`config.mk`:
```
export PLATFORM = sky130hd
export DESIGN_NAME = key_expansion_flat
export DESIGN_NICKNAME = d
export VERILOG_FILES = /design/src/rtl/key_expansion_if.sv /design/src/rtl/key_expansion.sv /design/src/flat_wrapper.sv
export SDC_FILE = /design/constraint.sdc
export NUM_CORES = 2
export LEC_CHECK = 0
export CORE_AREA = 5 5 595 597
export CTS_BUF_LIST = sky130_fd_sc_hd__clkbuf_8
export CTS_CLUSTER_DIAMETER = 30
export DETAILED_ROUTE_END_ITERATION = 7
export DIE_AREA = 0 0 600 602
export MAX_ROUTING_LAYER = met4
export SLEW_MARGIN = 20
export SYNTH_ARGS = -nofsm -noshare
export SYNTH_HDL_FRONTEND = slang
export SYNTH_SLANG_ARGS = --single-unit
```
`constraint.sdc`:
```
create_clock -name clk -period 12.55 [get_ports clk]
set_input_delay 1.255 -clock clk [delete_from_list [all_inputs] [get_ports clk]]
set_output_delay 1.255 -clock clk [all_outputs]
set_load 0.05 [all_outputs]
```
`src/rtl/key_expansion_if.sv`:
```
// ---------------------------------------------------------------------------
// key_expansion_if
//   Groups the key-schedule handshake and data signals.
//   start    : request expansion of key (requester -> expander)
//   key      : 128-bit cipher key, byte 0 at [127:120] (requester -> expander)
//   key_out  : 1408-bit expanded key, round r at [128*r +: 128] (expander -> requester)
//   busy     : expansion in progress (expander -> requester)
//   finish   : level, all 11 round keys valid (expander -> requester)
//   master modport = requester side, slave modport = key_expansion itself.
// ---------------------------------------------------------------------------
interface key_expansion_if;
  logic          start;
  logic [127:0]  key;
  logic [1407:0] key_out;
  logic          busy;
  logic          finish;

  modport master (output start, key, input key_out, busy, finish);
  modport slave  (input start, key, output key_out, busy, finish);
endinterface

```
`src/rtl/key_expansion.sv`:
```
// ---------------------------------------------------------------------------
// key_expansion
//   Iterative AES-128 key schedule: one 32-bit word of the 44-word schedule is
//   produced per clock after the key is accepted, so finish rises 40 cycles
//   after the acceptance edge. Words not yet computed read as zero.
//   Ports:
//     clk  : clock, all state on posedge
//     rst  : synchronous active-high reset
//     bus  : key_expansion_if.slave (start, key, key_out, busy, finish)
// ---------------------------------------------------------------------------
module key_expansion (
  input  logic           clk,
  input  logic           rst,
  key_expansion_if.slave bus
);

  typedef enum logic {IDLE, EXPAND} state_t;

  // FIPS-197 S-box, entry 0 is the leftmost byte.
  localparam logic [0:255][7:0] SBOX = {
    128'h637c777bf26b6fc53001672bfed7ab76,
    128'hca82c97dfa5947f0add4a2af9ca472c0,
    128'hb7fd9326363ff7cc34a5e5f171d83115,
    128'h04c723c31896059a071280e2eb27b275,
    128'h09832c1a1b6e5aa0523bd6b329e32f84,
    128'h53d100ed20fcb15b6acbbe394a4c58cf,
    128'hd0efaafb434d338545f9027f503c9fa8,
    128'h51a3408f929d38f5bcb6da2110fff3d2,
    128'hcd0c13ec5f974417c4a77e3d645d1973,
    128'h60814fdc222a908846eeb814de5e0bdb,
    128'he0323a0a4906245cc2d3ac629195e479,
    128'he7c8376d8dd54ea96c56f4ea657aae08,
    128'hba78252e1ca6b4c6e8dd741f4bbd8b8a,
    128'h703eb5664803f60e613557b986c11d9e,
    128'he1f8981169d98e949b1e87e9ce5528df,
    128'h8ca1890dbfe6426841992d0fb054bb16
  };

  state_t          state_reg, state_next;
  logic [1407:0]   key_out_reg, key_out_next;
  logic [5:0]      idx_reg, idx_next;
  logic [7:0]      rcon_reg, rcon_next;
  logic            busy_reg, busy_next;
  logic            finish_reg, finish_next;

  // Word-indexed view of the schedule: word 4r+j sits in round r, column j,
  // with column 0 in the top 32 bits of the round key.
  logic [31:0] w [44];
  for (genvar gi = 0; gi < 44; gi++) begin : g_word_view
    assign w[gi] = key_out_reg[128*(gi/4) + 96 - 32*(gi%4) +: 32];
  end

  logic [31:0] prev_word, back_word, rot_word, sub_word, temp_word, new_word;
  logic [10:0] word_base;
  logic [7:0]  rcon_xtime;

  // Only meaningful in EXPAND, where idx_reg is 4..43.
  assign prev_word = w[idx_reg - 6'd1];
  assign back_word = w[idx_reg - 6'd4];
  assign rot_word  = {prev_word[23:0], prev_word[31:24]};

  for (genvar gi = 0; gi < 4; gi++) begin : g_sub_word
    assign sub_word[8*gi +: 8] = SBOX[rot_word[8*gi +: 8]];
  end

  assign temp_word  = (idx_reg[1:0] == 2'd0) ? (sub_word ^ {rcon_reg, 24'h0}) : prev_word;
  assign new_word   = back_word ^ temp_word;
  assign word_base  = {idx_reg[5:2], 7'd0} + 11'd96 - {4'd0, idx_reg[1:0], 5'd0};
  assign rcon_xtime = {rcon_reg[6:0], 1'b0} ^ (rcon_reg[7] ? 8'h1b : 8'h00);

  always_comb begin
    state_next   = state_reg;
    key_out_next = key_out_reg;
    idx_next     = idx_reg;
    rcon_next    = rcon_reg;
    busy_next    = busy_reg;
    finish_next  = finish_reg;
    case (state_reg)
      IDLE: begin
        if (bus.start) begin
          // Clearing rounds 1..10 keeps not-yet-computed words at zero.
          key_out_next = {1280'd0, bus.key};
          idx_next     = 6'd4;
          rcon_next    = 8'h01;
          busy_next    = 1'b1;
          finish_next  = 1'b0;
          state_next   = EXPAND;
        end
      end
      EXPAND: begin
        key_out_next[word_base +: 32] = new_word;
        idx_next = idx_reg + 6'd1;
        if (idx_reg[1:0] == 2'd0) begin
          rcon_next = rcon_xtime;
        end
        if (idx_reg == 6'd43) begin
          busy_next   = 1'b0;
          finish_next = 1'b1;
          state_next  = IDLE;
        end
      end
      default: state_next = IDLE;
    endcase
  end

  always_ff @(posedge clk) begin
    if (rst) begin
      state_reg   <= IDLE;
      key_out_reg <= '0;
      idx_reg     <= '0;
      rcon_reg    <= 8'h01;
      busy_reg    <= 1'b0;
      finish_reg  <= 1'b0;
    end else begin
      state_reg   <= state_next;
      key_out_reg <= key_out_next;
      idx_reg     <= idx_next;
      rcon_reg    <= rcon_next;
      busy_reg    <= busy_next;
      finish_reg  <= finish_next;
    end
  end

  assign bus.key_out = key_out_reg;
  assign bus.busy    = busy_reg;
  assign bus.finish  = finish_reg;

endmodule
```
`src/flat_wrapper.sv`:
```
// flat-port wrapper written by rule: the top's interface ports become plain ports
module key_expansion_flat 
  (clk, rst, bus_start, bus_key, bus_key_out, bus_busy, bus_finish);
  key_expansion_if bus_i ();
  input  logic clk;
  input  logic rst;
  input wire logic [$bits(bus_i.start)-1:0] bus_start;
  input wire logic [$bits(bus_i.key)-1:0] bus_key;
  output wire logic [$bits(bus_i.key_out)-1:0] bus_key_out;
  output wire logic [$bits(bus_i.busy)-1:0] bus_busy;
  output wire logic [$bits(bus_i.finish)-1:0] bus_finish;
  assign bus_i.start = bus_start;
  assign bus_i.key = bus_key;
  assign bus_key_out = bus_i.key_out;
  assign bus_busy = bus_i.busy;
  assign bus_finish = bus_i.finish;
  key_expansion u_core (.clk(clk), .rst(rst), .bus(bus_i));
endmodule
```
==> metrics.md <==
| Metric | Value |
|---|---|
| Result of the run | `finished, violations left` |
| Violations in the final reports | `DRC` |
| Total area of multi-input combinational cells | `53500 sq um` |
| Largest cells by area after synthesis | `sky130_fd_sc_hd__dfxtp_1 33%, sky130_fd_sc_hd__mux4_2 14%, sky130_fd_sc_hd__nand2_1 6.4%, sky130_fd_sc_hd__o21ai_0 5.1%, sky130_fd_sc_hd__mux2i_1 3.9%` |
| Worst vdd ir | `0.115 mV` |
| Proportion of layout cells with a drive suffix above 1 | `17.8%` |
| Count of final max-slew check failures | `0` |
| Global-route wire length before repair | `954 mm` |
| Via count | `101k` |
| Dpl cell area | `106000 sq um` |
| Number of nets still failing antenna checks after routing | `0` |
| Clock tree root driver cell | `sky130_fd_sc_hd__clkbuf_8` |
| Crit path launch type | `flip-flop` |
| Hold WC Path Type | `flip-flop to flip-flop` |
| Count of yosys warnings during synthesis | `0` |
| Number of max-capacitance violations reported | `0` |
| Maximum number of buffers from clock root to sink | `4` |
| Area Growth Syn to Fin | `33.5%` |
| Leakage power | `37.9 nW` |
| Vias per cell | `6.47` |
| Sequential element share of the synthesized area | `33.1%` |
| Routability congestion estimate | `1.06` |
| Required arrival time at the worst endpoint | `13.48 ns` |
| Detailed-route DRC error count | `16` |
| Largest net degree at the start of global routing | `108` |
| Transition time at the pin with the least slew margin | `1.35 ns` |
| Die area | `361000 sq um` |
| Number of clock sinks | `1425` |
| Post-route design area | `115000 sq um` |
| Post-synth EDFFs | `0` |
| Flop2flop setup slack | `2.54 ns` |
| Die span in x | `600 um` |
| Delay of the slowest cell on the worst path | `0.89 ns` |
| Initial core utilization | `24.8%` |
| Post-synthesis sequential element count | `1425` |
| Final cell count without fillers | `15.7k` |
| Pre-Repair DR Iteration Count | `8` |
| Cell count after synthesis | `9409` |
| Type of destination of the critical path | `flip-flop` |
| Crit-path slowest cell | `sky130_fd_sc_hd__xnor2_2` |
| Period utilization | `79.8%` |
| Footprint of the flip-flops and latches | `28500 sq um` |
| Worst Path Max Fanout | `25` |
| Count of filler cells inserted in the layout | `36.2k` |
| Clock latency at the later pin of the worst-skew pair | `1.12 ns` |
| RSZ-0062 raised after global routing | `false` |
| Net count after synthesis | `9604` |
| Highest-count cells in the layout ignoring fill and taps | `1534 x sky130_fd_sc_hd__clkdlybuf4s50_1, 1421 x sky130_fd_sc_hd__nand2_1, 1421 x sky130_fd_sc_hd__dfxtp_1, 860 x sky130_fd_sc_hd__o21ai_0, 525 x sky130_fd_sc_hd__mux4_2` |
| Number of DRC markers in iteration 0 | `18.2k` |
| Post-synthesis cell type with the largest combined area | `sky130_fd_sc_hd__dfxtp_1` |
| Clock buffers created by TritonCTS | `357` |
| WS Path Type | `flip-flop to flip-flop` |
| Row count | `217` |
| Mean post-synth cell area | `9.16 sq um` |
| Number of ports placed on the die boundary | `1541` |
| Total wire length after detailed routing | `741 mm` |
| Antenna violations before repair | `88` |
| Highest clock frequency the design can meet | `99.9 MHz` |
| Power density relative to cell area | `147 nW/um^2` |
| Max H-tree Level | `5` |
| Total number of nets in the final design | `10.9k` |
| Most common cell after layout, fill and taps aside | `sky130_fd_sc_hd__clkdlybuf4s50_1` |
| Global route overflow | `0` |
| CORE AREA | `348000 sq um` |
| Most frequently used flop master after synthesis | `sky130_fd_sc_hd__dfxtp_1` |
| Accumulated negative setup slack | `0 ns` |
| Worst relative slew slack | `9.94%` |
| CTS hold repair buffers | `0` |
| Number of flip-flops under the largest register name | `1408` |
| Post-synth cell types | `131` |
| Post-cts gate resize count | `0` |
| Final setup violating endpoints | `0` |
| Detailed placement HPWL | `550 mm` |
| Area of the mapped netlist | `86200 sq um` |
| Skew final | `0.121 ns` |
| Post-CTS Repair Setup Buffers | `0` |
| Share of async-settable or async-resettable flops after synthesis | `0%` |
| CP arrival | `10.95 ns` |
| Time the worst path needs with I/O delays and setup | `10.01 ns` |
| Register clock-pin slew on the reported worst setup and hold paths | `0.06 ns` |
| Port buffer count | `1540` |
| Share of the synthesized area in the top cell type | `33.1%` |
| Clock tree from TritonCTS | `built` |
| Vert. Die Dim | `602 um` |
| Routed wire per std cell | `47.2 um` |
| Sequence of cells on the critical path | `clkinv_2 > ha_4 > nand3b_1 > buf_4 > o211ai_1 > buf_4 > a211oi_1 > nor4_1 > or2_2 > inv_1 > ha_1 > nor3_1 > nor3_1 > a31oi_1 > o2111ai_1 > o311ai_0 > o211ai_1 > o21ai_1 > xnor2_2 > buf_4 > o21ai_0` |
| Final Hold Violating Endpoints | `0` |
| Placed cell count | `14.9k` |
| Most frequent cell on the critical path | `sky130_fd_sc_hd__buf_4` |
| Worst hold slack | `0.475 ns` |
| Number of global-route vias before repair | `92.4k` |
| Total routing usage reported by global routing | `40.2%` |
worst max-delay path, delay by kind of cell, from the launching register on:
family	cells	cell delay (ns)
compound gates	8	2.78
buf+inv	5	2.69
simple gates	5	1.65
fa+ha+maj	2	1.04
xor+xnor	1	0.89
flops	1	0.65
per-stage QoR:
stage	total power, mW	util [%]	setup slack (ns)
floorplan	7.33	-	5.88
global placement	9.98	30.6	2.95
detailed placement	9.93	30.6	3.02
CTS	16.5	33.0	2.91
global route	17.0	33.0	2.64
finish	16.9	33.1	2.54
synthesized netlist by cell type (48+ instances only):
master and instances:
sky130_fd_sc_hd__a22o_1 317, sky130_fd_sc_hd__o22ai_1 173, sky130_fd_sc_hd__ha_1 64, sky130_fd_sc_hd__o21ai_0 871, sky130_fd_sc_hd__a21oi_1 545, sky130_fd_sc_hd__nor4_1 50
sky130_fd_sc_hd__buf_4 88, sky130_fd_sc_hd__mux2_2 78, sky130_fd_sc_hd__a31oi_1 81, sky130_fd_sc_hd__mux2i_1 337, sky130_fd_sc_hd__nand3_1 206, sky130_fd_sc_hd__dfxtp_1 1425
sky130_fd_sc_hd__o221ai_1 225, sky130_fd_sc_hd__nor3b_1 137, sky130_fd_sc_hd__clkbuf_1 500, sky130_fd_sc_hd__buf_6 112, sky130_fd_sc_hd__nor3_1 113, sky130_fd_sc_hd__a211oi_1 78
sky130_fd_sc_hd__nor2_1 343, sky130_fd_sc_hd__nand2_1 1463, sky130_fd_sc_hd__mux4_2 525, sky130_fd_sc_hd__o21ai_1 302, sky130_fd_sc_hd__buf_2 217, sky130_fd_sc_hd__o211ai_1 107
sky130_fd_sc_hd__xnor2_1 48
kinds of logic (layout without fill, tap and decap cells):
kind of cell,Yosys count,count (layout),synth area share [%]
AOI/OAI and AO/OA,3293,3293,25.4
and+or+nand+nor,2517,2517,12.9
DFF,1425,1425,33.1
buffers and inverters,1038,2622,6.84
muxes,989,989,19.9
xor gates and xnor gates,83,83,1.00
adders and majority gates,64,64,0.929
other,0,98,0
path summary, 6_finish.rpt:
check                                             start                       to  cells after the start
worst max-delay path                  u_core.idx_reg[2]  u_core.bus.key_out[171]                     21
worst min register to register  u_core.bus.key_out[184]  u_core.bus.key_out[184]                      2
worst max register to register        u_core.idx_reg[2]  u_core.bus.key_out[171]                     21
worst min-delay path            u_core.bus.key_out[184]  u_core.bus.key_out[184]                      2
final cells by class:
class                           instances  area share [%]
Clock inverter                        231            2.15
Inverter                               49           0.165
Timing Repair Buffer                 1923            16.2
Sequential cell                      1425            24.8
Antenna cell                           98           0.213
Tap cell                             4599            5.00
Clock buffer                          419            5.01
Multi-Input combinational cell       6946            46.5
layer usage:
metal  part of all wire, %  wire length (um)  vias to the layer above  track usage, %
li1                      -                 -                    38800               -
met1                    36            266000                    50800            46.1
met2                    40            297000                     9506            54.4
met3                    15            112000                     2306            19.3
met4                   9.0             67000                        0            28.1
met5                     0                 0                        -               -
where the power goes:
part	leakage [nW]	total, mW	internal [mW]	switching, mW
sequential	11.5	4.63	4.56	0.0674
clock	4.30	6.69	3.99	2.70
combinational	22.1	5.57	1.15	4.43
total	37.9	16.9	9.70	7.19
No activity file was read; power rests on OpenSTA's default activity.
